**config.mk**
```make
export PLATFORM = sky130hd
export DESIGN_NAME = calc_display_ctrl
export DESIGN_NICKNAME = d
export VERILOG_FILES = /design/src/rtl/calc_display_ctrl.sv
export SDC_FILE = /design/constraint.sdc
export NUM_CORES = 1
export LEC_CHECK = 0
export CORE_MARGIN = 10
export CORE_UTILIZATION = 63
export CTS_BUF_LIST = sky130_fd_sc_hd__clkbuf_4 sky130_fd_sc_hd__clkbuf_8
export DETAILED_ROUTE_END_ITERATION = 8
export PLACE_DENSITY = 0.93
export SETUP_SLACK_MARGIN = 0.15
export SYNTH_ARGS = -nofsm -noshare
export SYNTH_HDL_FRONTEND = slang
export SYNTH_SLANG_ARGS = --single-unit
```
**constraint.sdc**
```tcl
create_clock -name clock -period 5.5 [get_ports clock]
set_input_delay 1.375 -clock clock [delete_from_list [all_inputs] [get_ports clock]]
set_output_delay 1.375 -clock clock [all_outputs]
set_load 0.01 [all_outputs]
```
**src/rtl/calc_display_ctrl.sv**
```systemverilog
// Digit-print stream receiver plus 8-digit multiplexed seven-segment driver.
// Optional build macro: LEADING_ZERO_BLANK_EN (blank leading zeros of the committed frame).

module calc_display_glyph #(
  parameter int DIGIT = 0
) (
  input  logic [3:0] value,
  input  logic       blank,
  input  logic       err,
  output logic [7:0] seg
);
  // Glyph codes are {dp, g..a}, all active-low; dp is never lit.
  localparam logic [7:0] G_BLANK = 8'hFF;
  localparam logic [7:0] G_E     = 8'h86;
  localparam logic [7:0] G_R     = 8'hAF;

  always_comb begin
    seg = G_BLANK;
    if (err) begin
      if (DIGIT == 2)     seg = G_E;
      else if (DIGIT < 2) seg = G_R;
    end else if (!blank) begin
      case (value)
        4'd0:    seg = 8'hC0;
        4'd1:    seg = 8'hF9;
        4'd2:    seg = 8'hA4;
        4'd3:    seg = 8'hB0;
        4'd4:    seg = 8'h99;
        4'd5:    seg = 8'h92;
        4'd6:    seg = 8'h82;
        4'd7:    seg = 8'hF8;
        4'd8:    seg = 8'h80;
        4'd9:    seg = 8'h90;
        default: seg = 8'hBF;
      endcase
    end
  end
endmodule

module calc_display_ctrl #(
  parameter int REFRESH_DIV = 50000,
  parameter int NUM_DIGITS  = 8
) (
  input  logic       clock,
  input  logic       reset,
  input  logic [1:0] status,
  input  logic [3:0] data,
  input  logic [3:0] pos,
  output logic [7:0] seg,
  output logic [7:0] an,
  output logic       frame_commit,
  output logic       err_active
);
  localparam int CW = (REFRESH_DIV > 1) ? $clog2(REFRESH_DIV) : 1;
  localparam logic [1:0] ST_ERR = 2'b00;
  localparam logic [1:0] ST_RDY = 2'b10;
  localparam logic [1:0] ST_PRN = 2'b11;

  typedef enum logic [1:0] {IDLE, CAPTURE, COMMIT, ERROR} state_t;

  state_t                       state;
  logic [NUM_DIGITS-1:0][3:0]   shadow, committed;
  logic [NUM_DIGITS-1:0]        mask;
  logic [2:0]                   scan_idx;
  logic [CW-1:0]                refcnt;
  logic [NUM_DIGITS-1:0]        lead_blank;
  logic [NUM_DIGITS-1:0][7:0]   glyph;

  logic                         wr_valid, shadow_we;
  logic [2:0]                   wr_idx;
  logic [NUM_DIGITS-1:0]        wr_bit;

  assign wr_valid = (status == ST_PRN) && (pos != 4'd0) && (pos <= 4'd8);
  assign wr_idx   = 3'(pos - 4'd1);
  assign wr_bit   = wr_valid ? (NUM_DIGITS'(1) << wr_idx) : '0;
  // Every state that sees a valid write either is, or is entering, CAPTURE;
  // only an already-captured position inside CAPTURE is suppressed.
  assign shadow_we = wr_valid && !(state == CAPTURE && mask[wr_idx]);

  always_ff @(posedge clock or posedge reset) begin
    if (reset) begin
      shadow <= '0;
    end else if (shadow_we) begin
      shadow[wr_idx] <= data;
    end
  end

  always_ff @(posedge clock or posedge reset) begin
    if (reset) begin
      state        <= IDLE;
      mask         <= '0;
      committed    <= '0;
      frame_commit <= 1'b0;
      err_active   <= 1'b0;
    end else begin
      frame_commit <= 1'b0;
      case (state)
        IDLE: begin
          if (status == ST_ERR) begin
            state      <= ERROR;
            err_active <= 1'b1;
          end else if (status == ST_PRN) begin
            state <= CAPTURE;
            mask  <= wr_bit;
          end
        end
        CAPTURE: begin
          if (status == ST_ERR) begin
            state      <= ERROR;
            err_active <= 1'b1;
          end else if (status == ST_PRN) begin
            mask <= mask | wr_bit;
          end else if (&mask) begin
            state <= COMMIT;
          end else begin
            state <= IDLE;
          end
        end
        COMMIT: begin
          // An error reported in the commit cycle wins: the frame is dropped.
          if (status == ST_ERR) begin
            state      <= ERROR;
            err_active <= 1'b1;
          end else begin
            committed    <= shadow;
            frame_commit <= 1'b1;
            if (status == ST_PRN) begin
              state <= CAPTURE;
              mask  <= wr_bit;
            end else begin
              state <= IDLE;
            end
          end
        end
        ERROR: begin
          if (status == ST_RDY) begin
            state      <= IDLE;
            err_active <= 1'b0;
          end else if (status == ST_PRN) begin
            state      <= CAPTURE;
            mask       <= wr_bit;
            err_active <= 1'b0;
          end
        end
        default: state <= IDLE;
      endcase
    end
  end

`ifdef LEADING_ZERO_BLANK_EN
  always_comb begin
    lead_blank = '0;
    lead_blank[NUM_DIGITS-1] = (committed[NUM_DIGITS-1] == 4'd0);
    for (int i = NUM_DIGITS - 2; i >= 1; i--)
      lead_blank[i] = lead_blank[i+1] && (committed[i] == 4'd0);
  end
`else
  assign lead_blank = '0;
`endif

  for (genvar d = 0; d < NUM_DIGITS; d++) begin : g_glyph
    calc_display_glyph #(.DIGIT(d)) u_glyph (
      .value (committed[d]),
      .blank (lead_blank[d]),
      .err   (err_active),
      .seg   (glyph[d])
    );
  end

  // an/seg are re-evaluated every cycle, so a new frame or error state shows
  // on whatever digit is currently being scanned without waiting for a wrap.
  always_ff @(posedge clock or posedge reset) begin
    if (reset) begin
      refcnt   <= '0;
      scan_idx <= '0;
      an       <= 8'hFF;
      seg      <= 8'hFF;
    end else begin
      if (refcnt == CW'(REFRESH_DIV - 1)) begin
        refcnt   <= '0;
        scan_idx <= scan_idx + 3'd1;
      end else begin
        refcnt <= refcnt + CW'(1);
      end
      an  <= ~(8'd1 << scan_idx);
      seg <= glyph[scan_idx];
    end
  end
endmodule

```
# After elaboration in Yosys (flattened, before gate mapping)

Memories as Yosys holds them, arrays and structs flattened.
Cells that the tools add are included.

Bits in read-only memories: 896
Output and inout port bits: 18
Bits in registers: 111
Memories kept: 8
Input bits: 12
Word-level logic and storage cells: 110

Memory list:

| memory           | depth | width | read ports | clocked after Yosys merged registers in | write ports | line | RTL |
|---|---|---|---|---|---|---|---|
| (name not given) | 16    | 7     | 1          | 0                                       | 0           | 23   | `case (value)` |
| (name not given) | 16    | 7     | 1          | 0                                       | 0           | 23   |  |
| (name not given) | 16    | 7     | 1          | 0                                       | 0           | 23   |  |
| (name not given) | 16    | 7     | 1          | 0                                       | 0           | 23   |  |
| (name not given) | 16    | 7     | 1          | 0                                       | 0           | 23   |  |
| (name not given) | 16    | 7     | 1          | 0                                       | 0           | 23   |  |
| +2 memories      | --    | --    | --         | --                                      | --          | --   |  |

Shifts and indexed selects: 2
Multiplexer cells: 38
Add/subtract/negate cells: 3
Reduce and logical (&&, ||, !) cells: 15
Bitwise operators: 3
$lt $le $gt $ge: 4
Equal/unequal tests: 13

Operator list:

| operator                                                                     | count |
|---|---|
| 8-bit 2-to-1 mux                                                             | 15 |
| 32-bit bitwise mux                                                           | 1 |
| 8-bit binary-select mux with 3-bit select                                    | 1 |
| 8-bit one-hot mux with 3 select lines                                        | 1 |
| 16-bit by 1-bit adder with 16-bit output, second input constant              | 1 |
| 16-bit == test, second input constant                                        | 1 |
| 16-bit 2-to-1 mux                                                            | 1 |
| 1-bit by 3-bit left shift with 8-bit output, first input constant            | 2 |
| 2-bit 2-to-1 mux                                                             | 7 |
| 4-bit demux with 3-bit select                                                | 1 |
| 2-bit == test, second input constant                                         | 4 |
| 3-bit by 4-bit less-than comparator with 1-bit output, second input constant | 2 |
| 2-bit inequality test, second input constant                                 | 4 |
| 8-bit NOT                                                                    | 1 |
| 8-bit bitwise OR                                                             | 1 |
| 2-bit one-hot mux with 4 select lines                                        | 1 |
| 8-bit AND reduction                                                          | 1 |
| 1-bit 2-to-1 mux                                                             | 7 |
| 1-bit logical AND                                                            | 5 |
| 4-bit <= comparator, second input constant                                   | 1 |
| 2-bit logical NOT                                                            | 2 |
| 4-bit 2-to-1 mux                                                             | 1 |
| 2-bit AND reduction                                                          | 2 |
| 4-bit AND reduction                                                          | 1 |
| other kinds (14)                                                             | 14 |

# Longest topological paths before layout

Gate-level depths: netlist of run 1.

Depth after elaboration: 8
Gate-level depth with buffers: 7
Mapped depth without buffers: 7

# By module

A second synthesis of run 1 with hierarchy kept.

Cell total of the unflattened synthesis: 664
Area, all modules: 6825.3 µm²

Modules (own cells, without submodules):

| module                                      | instances | sequential area each (µm²) | area each (µm²) | cells each |
|---|---|---|---|---|
| calc_display_ctrl                           | 1         | 2797.7                     | 5101.1          | 406 |
| calc_display_glyph (g_glyph[5].u_glyph ...) | 3         | 0.0                        | 201.4           | 32 |
| calc_display_glyph (g_glyph[3].u_glyph ...) | 2         | 0.0                        | 201.4           | 31 |
| calc_display_glyph (g_glyph[2].u_glyph)     | 1         | 0.0                        | 266.5           | 39 |
| calc_display_glyph (g_glyph[0].u_glyph)     | 1         | 0.0                        | 226.5           | 31 |
| calc_display_glyph (g_glyph[1].u_glyph)     | 1         | 0.0                        | 224.0           | 30 |

# Worst setup path before layout of run 1

No wires, ideal clock.

Kind: input to register
Start: in pos[0]
End: reg shadow[10] in the netlist's numbering
Stages: 7
Path buffers: 0
Slack: 2.667 ns
Required time: 5.379 ns
Setup time: 0.121 ns
Data arrival time: 2.712 ns
Path through: inv_1 > ha_1 > xor2_1 > nor3b_2 > nand2_1 > a211o_1 > a22o_1

Word-level cells in the longest chain between the ends: 6
Elaborated cells between the ends (all ways): 16
Classes of those cells: 1 x add/sub; 3 x order compare; 5 x mux; 7 x reduce/logical

RTL lines:

| item                                                                                                      | line   | RTL |
|---|---|---|
| start: declaration                                                                                        | 48     | `input logic [3:0] pos,` |
| 3-bit by 1-bit subtractor with 3-bit output                                                               | 74     | `assign wr_idx = 3'(pos - 4'd1);` |
| 3-bit by 4-bit less-than comparator with 1-bit output (implied by the code), or another cell as far along | 84     | `shadow[wr_idx] <= data;` |
| 1-bit logical AND (implied by the code) or 1-bit 2-to-1 mux (tied branches)                               | 84, 78 |  |
| 4-bit 2-to-1 mux (implied by the code) or 1-bit logical AND (tied branches)                               | 84, 78 |  |
| 4-bit demux with 3-bit select or 1-bit logical NOT (tied branches)                                        | 84, 78 |  |
| 32-bit bitwise mux or 1-bit logical AND (tied branches)                                                   | 84, 78 |  |
| end signal: indexed assignment                                                                            | 84     |  |
| end: declaration                                                                                          | 62     | `logic [NUM_DIGITS-1:0][3:0] shadow, committed;` |

Several ways; a longest one is shown, not always the timed one. The select of a mux whose other input is x is not followed.
A chain may end at the register's enable or synchronous reset.

# Worst setup path in the final report of run 1

Start: in pos[0]
End: reg shadow[11] in the netlist's numbering

The elaborated chain is that of the path after synthesis.

==> key figures, run 1 <==
Outcome
  • Status: finished, final reports clean

Timing
  • Actual slew at the worst max-slew pin: approximately 1.1 ns
  • Layout Skew: about 0.017 ns
  • Max-Slew Margin vs Limit: slightly below 30%
  • Peak Freq: 287.8 MHz
  • Unrepaired setup endpoints after global routing: false
  • Hold Vio Cnt, Final: 0
  • Worst hold slack: 0.4948 ns
  • Final setup TNS: 0 ns
  • Max Slew Vio Count: 0
  • Fin crit share: around 63%
  • Final-report setup violation count: 0
  • Final Critical Period: 3.475 ns

Hold path
  • Hold WC Path Type: reg2reg

Pwr
  • Sw Ratio: 40.60%
  • Reported net switching power: 0.001192 W
  • Cell Pwr Density: ~420 nW/µm²
  • Clock power frac: 18.0%
  • Comb pwr share: 36.9%
  • Sequential Power Share: 45.2%
  • Max VDD drop: 271.7 µV
  • Internal cell power: 0.001744 W
  • Leak: 3.098 nW
  • Total power draw: 0.002935 W

Floorplan
  • Chip width: 121.2 µm
  • Die area: 14700 µm²
  • Rows: 36
  • Core box area: 9864 µm²
  • DIE HEIGHT: approximately 120 µm
  • Initial Util: 65.46%
  • # IOs: 30

Placement
  • I/O Buffers: 28
  • HPWL after DPL: ~11000 µm
  • Placed cell count: 801
  • Final Wtd Congestion: between 0.9 and 1

Cells and area
  • Multi-input gate area: 3369 µm²
  • Post-Layout Cell Count: between 800 and 900
  • Final Util: 71.11%
  • Synth-to-Final Area Change: 8.622%
  • Fillers: 657
  • Diode count: 0
  • Share of layout cells above drive strength 1: a little under a tenth
  • Area occupied by registers: roughly 2800 µm²
  • NumNets Final: 750

Setup path
  • Critical Path Fanout Max: 18
  • Crit path DAT: 3.83 ns
  • Critical path class: in2reg
  • Crit start category: input port
  • Worst Path Required: slightly below 6 ns
  • Crit end category: flop

Synth
  • Yosys warning count: 0
  • Syn avg cell area: 9.667 µm²
  • Cell variety after synth: 65
  • Post-synthesis sequential area ratio: between 40% and 50%
  • Top_reg_cell synth: dfrtp_1
  • #FFs+latches synth: 110
  • Number of synthesized flops with an enable pin: 0
  • Cells after synthesis: 668
  • Syn nets: ~740
  • Async S/R FF share, synth: 100.0%
  • Post-Syn Area: about 6500 µm²

Clock network
  • CTS root buf: clkbuf_8
  • Setup repair bufs after CTS: 0
  • Total CTS buffers: 9
  • CTS max path bufs: 2
  • Worst-path clk slew: 0.12 ns
  • CTS Sinks: 110
  • Clk_lat worst skew: approximately 0.40 ns
  • TritonCTS clock tree: done
  • Hold_buf cts: 0
  • H-tree depth: 3
  • Post-cts sizing count: 0

Drt
  • Antenna-violating nets left: 0
  • Post-DR wirelength/cell: around 18 µm
  • Vias: ~5200
  • Vias/cell: 6.339
  • Final WL: 14720 µm
  • Drt first pass iters: 6
  • Iter 0 DRT Violations: 531
  • Drt drc: 0

GRT
  • GR Util All Layers: a little over a fifth
  • Largest net degree at the start of global routing: between 50 and 60
  • Grt total ovfl: 0
  • Vias in the first global route: 5098
  • Initial antenna violation count: 0
  • First-pass GRT wire length: 25240 µm

Run
  • Max-Cap Viols: 0
-- layer usage --
layer  global-route usage [%]  part of all wire [%]  vias to the layer above
met3                    4.328                   7.4                       51
met4                    9.836                   3.5                        0
li1                         -                     -                     2399
met2                    34.83                    49                      225
met5                        0                     0                        -
met1                    25.31                    40                     2504
-- per-stage QoR --
stage / setup slack (ns) / cell area [µm²]
floorplan: 1.248 / 6457
global placement: 1.722 / 6797
detailed placement: 1.653 / 6797
CTS: 2.047 / 7014
global route: 1.775 / 7014
finish: 2.025 / 7014
-- cells in the mapped netlist (15+ instances only) --
library cell | number | share of area [%]
nor2b_1 | 18 | 1.7
nand3_1 | 16 | 1.2
nand2_1 | 63 | 3.7
nor2_1 | 47 | 2.7
o22ai_1 | 15 | 1.5
dfrtp_1 | 95 | 37
o21ai_0 | 49 | 3.8
a21oi_1 | 32 | 2.5
ha_1 | 59 | 11
inv_1 | 48 | 2.8
a22o_1 | 20 | 2.7
dfstp_2 | 15 | 6.1
-- cells by family (layout without fill, tap and decap cells) --
logic type	Yosys count	count (layout)	synth area share, %
other cells	1	1	0.05807
buf+inv	80	96	4.980
xor+xnor	16	16	2.170
flops	110	110	42.92
simple gates	197	197	15.29
mux	24	24	4.457
fa+ha+maj	59	59	11.43
compound gates	181	181	18.70
-- sequential cells by signal, indices dropped and copies added, names as in the netlist --
signal,flops
err_active,1
committed,32
state,2
shadow,32
mask,8
seg,7
refcnt,16
frame_commit,1
scan_idx,3
an,8
-- worst max-delay path, cell delays in order --
cell and delay, ns:
clkdlybuf4s50_1 0.65, inv_1 0.19, ha_1 0.64, mux4_1 0.39, a21oi_1 0.37, a22o_1 0.20
-- power by group through the flow --
stage | clock network, W | registers (W) | logic (W)
after CTS | 0.000535 | 0.00131 | 0.00107
final | 0.000527 | 0.00133 | 0.00108
after floorplan | 0 | 0.00118 | 0.000881
after global placement | 0 | 0.00130 | 0.000998
after global routing | 0.000571 | 0.00137 | 0.00121
after detailed placement | 0 | 0.00133 | 0.00106
-- cells in the final DEF, fill, tap and decap left out, types with 8 or more instances in the layout --
master,instances
a22o_1,20
clkdlybuf4s50_1,28
dfrtp_1,95
o22ai_1,15
a21oi_1,32
nor2_1,47
clkbuf_8,10
o21ai_0,49
nand4_1,8
xor2_1,9
o211ai_1,10
nand2_1,63
nor2b_1,18
inv_1,47
ha_1,59
dfstp_2,15
nand3_1,16
mux2_2,12
mux2i_1,10
-- worst paths after layout --
path                              from      endpoint  slack (ns)  cells after the start
min                          refcnt[0]     refcnt[0]        0.49                      1
max                             pos[0]    shadow[11]        2.03                      6
min in group asynchronous        reset    refcnt[14]        1.50                      3
max in group asynchronous        reset  committed[9]        3.52                      3
min reg2reg                  refcnt[0]     refcnt[0]        0.49                      1
max reg2reg                scan_idx[0]        seg[2]        2.93                      5
-- layout make-up --
type / instances / share of cell area (%)
tap: 133 / 2.372
multi-input combinational: 478 / 48.04
sequential: 110 / 39.51
inverter: 49 / 2.658
clock inverter: 6 / 1.142
timing repair buffer: 31 / 4.317
clock buffer: 10 / 1.962
Power figures use the tool's default switching activity.
==> run 2, diff against run 1 <==
--- a/config.mk
+++ b/config.mk
@@ -6,10 +6,10 @@
 export NUM_CORES = 1
 export LEC_CHECK = 0
 export CORE_MARGIN = 10
-export CORE_UTILIZATION = 63
+export CORE_UTILIZATION = 57
 export CTS_BUF_LIST = sky130_fd_sc_hd__clkbuf_4 sky130_fd_sc_hd__clkbuf_8
 export DETAILED_ROUTE_END_ITERATION = 8
-export PLACE_DENSITY = 0.93
+export PLACE_DENSITY = 0.89
 export SETUP_SLACK_MARGIN = 0.15
 export SYNTH_ARGS = -nofsm -noshare
 export SYNTH_HDL_FRONTEND = slang
==> constraint.sdc (replaced) <==
create_clock -name clock -period 3 [get_ports clock]
set_input_delay 0.75 -clock clock [delete_from_list [all_inputs] [get_ports clock]]
set_output_delay 0.75 -clock clock [all_outputs]
set_load 0.01 [all_outputs]
==> key figures, run 2 (synthesized netlist as in run 1, its figures left out) <==
Timing
  • Peak Freq: between 400 and 500 MHz
  • Layout Skew: 0.01478 ns
  • Hold Vio Cnt, Final: 0
  • Final-report setup violation count: 0
  • Final Critical Period: 2.402 ns
  • Actual slew at the worst max-slew pin: ~0.55 ns
  • Unrepaired setup endpoints after global routing: false
  • Fin crit share: 80.06%
  • Worst hold slack: approximately 0.5 ns
  • Max Slew Vio Count: 0
  • Max-Slew Margin vs Limit: 62.68%
  • Final setup TNS: 0 ns

Floorplan
  • # IOs: 30
  • Die area: 15990 µm²
  • Initial Util: roughly 59%
  • Core box area: 10980 µm²
  • Rows: 38
  • DIE HEIGHT: between 100 and 150 µm
  • Chip width: 126.4 µm

Drt
  • Post-DR wirelength/cell: 17.19 µm
  • Drt drc: 0
  • Final WL: between 10000 and 15000 µm
  • Vias/cell: 6.073
  • Iter 0 DRT Violations: 359
  • Vias: 5053
  • Antenna-violating nets left: 0
  • Drt first pass iters: 5

Placement
  • HPWL after DPL: about 11000 µm
  • I/O Buffers: 28
  • Placed Area: 6892 µm²
  • Placed cell count: just over 800
  • Final Wtd Congestion: about 0.87

GRT
  • Vias in the first global route: roughly 5000
  • Grt total ovfl: 0
  • Largest net degree at the start of global routing: 63
  • First-pass GRT wire length: roughly 24000 µm
  • Initial antenna violation count: 0
  • GR Util All Layers: between 10% and 20%

Hold path
  • Hold WC Path Type: reg2reg

Clock network
  • Hold_buf cts: 0
  • CTS root buf: clkbuf_8
  • CTS max path bufs: 2
  • Setup repair bufs after CTS: 0
  • H-tree depth: 3
  • CTS Sinks: 110
  • Clk_lat worst skew: 0.40 ns
  • Post-cts sizing count: 0
  • TritonCTS clock tree: done
  • Total CTS buffers: 9
  • Worst-path clk slew: 0.11 ns

Setup path
  • Critical Path Fanout Max: 4
  • Crit path DAT: around 2.7 ns
  • Worst Path Required: 3.30 ns
  • Crit start category: input port
  • Crit end category: flop
  • Critical path class: in2reg

Cells and area
  • Post-Layout Cell Count: about 830
  • Final Util: 64.58%
  • Diode count: 0
  • Share of layout cells above drive strength 1: around a tenth
  • Commonest non-fill, non-tap cell in the layout: dfrtp_1
  • NumNets Final: 758
  • Most frequent cells in the layout: dfrtp_1, nand2_1, ha_1, o21ai_0
  • Synth-to-Final Area Change: 9.843%
  • Largest registers: committed (32), shadow (32), refcnt (16)
  • Design Area, Final: between 7000 and 8000 µm²

Outcome
  • Status: finished, final reports clean

Pwr
  • Max VDD drop: just over 400 µV
  • Leak: 3.139 nW
  • Cell Pwr Density: 750.2 nW/µm²

Run
  • Max-Cap Viols: 0
## run 2: area by class of cell
class | instances | area [µm²]
Clock buffer | 9 | 123.9
Sequential cell | 110 | 2771
Fill cell | 851 | 3890
Clock inverter | 7 | 77.57
Timing Repair Buffer | 39 | 387.9
Multi-Input combinational cell | 478 | 3369
Inverter | 49 | 187.7
Tap cell | 140 | 175.2
## run 2: final timing paths
kind	startpoint	to	slack (ns)	cells past startpoint
hold reg to reg	refcnt[0]	refcnt[0]	0.50	1
setup / recovery	pos[1]	shadow[26]	0.60	8
min in group asynchronous	reset	scan_idx[1]	0.72	2
max in group asynchronous	reset	committed[18]	1.59	3
setup reg to reg	scan_idx[0]	seg[2]	0.96	5
hold / removal	refcnt[0]	refcnt[0]	0.50	1
## run 2: per-layer routing
layer	global-route usage [%]	vias to the layer above	part of all wire, %	wire length (µm)
met5	0	-	0	0
met4	10.85	0	3.6	518
met3	3.540	38	5.7	809
met2	29.01	176	48	6880
met1	21.50	2416	43	6093
li1	-	2423	-	-
## run 2: through the flow
step	worst slack, ns	power, W
after floorplan	0.7916	0.003781
after global placement	0.2769	0.004232
after detailed placement	0.1842	0.004400
after CTS	0.6150	0.005306
after global routing	0.5369	0.005720
final	0.5982	0.005321
## run 2: critical path, cell delays in order
cell and delay, ns:
clkdlybuf4s50_1 0.52, inv_1 0.10, ha_1 0.23, nor3b_2 0.20, o21ai_2 0.08, or2_4 0.25
a211o_1 0.33, a22o_1 0.24
## run 2: where the power goes
group | switching [W] | internal, W | total, W | leakage [nW]
Sequential | 0.000515 | 0.00188 | 0.00239 | 1.36
Combinational | 0.00110 | 0.000917 | 0.00202 | 1.67
Clock | 0.000575 | 0.000331 | 0.000905 | 0.103
Total | 0.00219 | 0.00313 | 0.00532 | 3.14
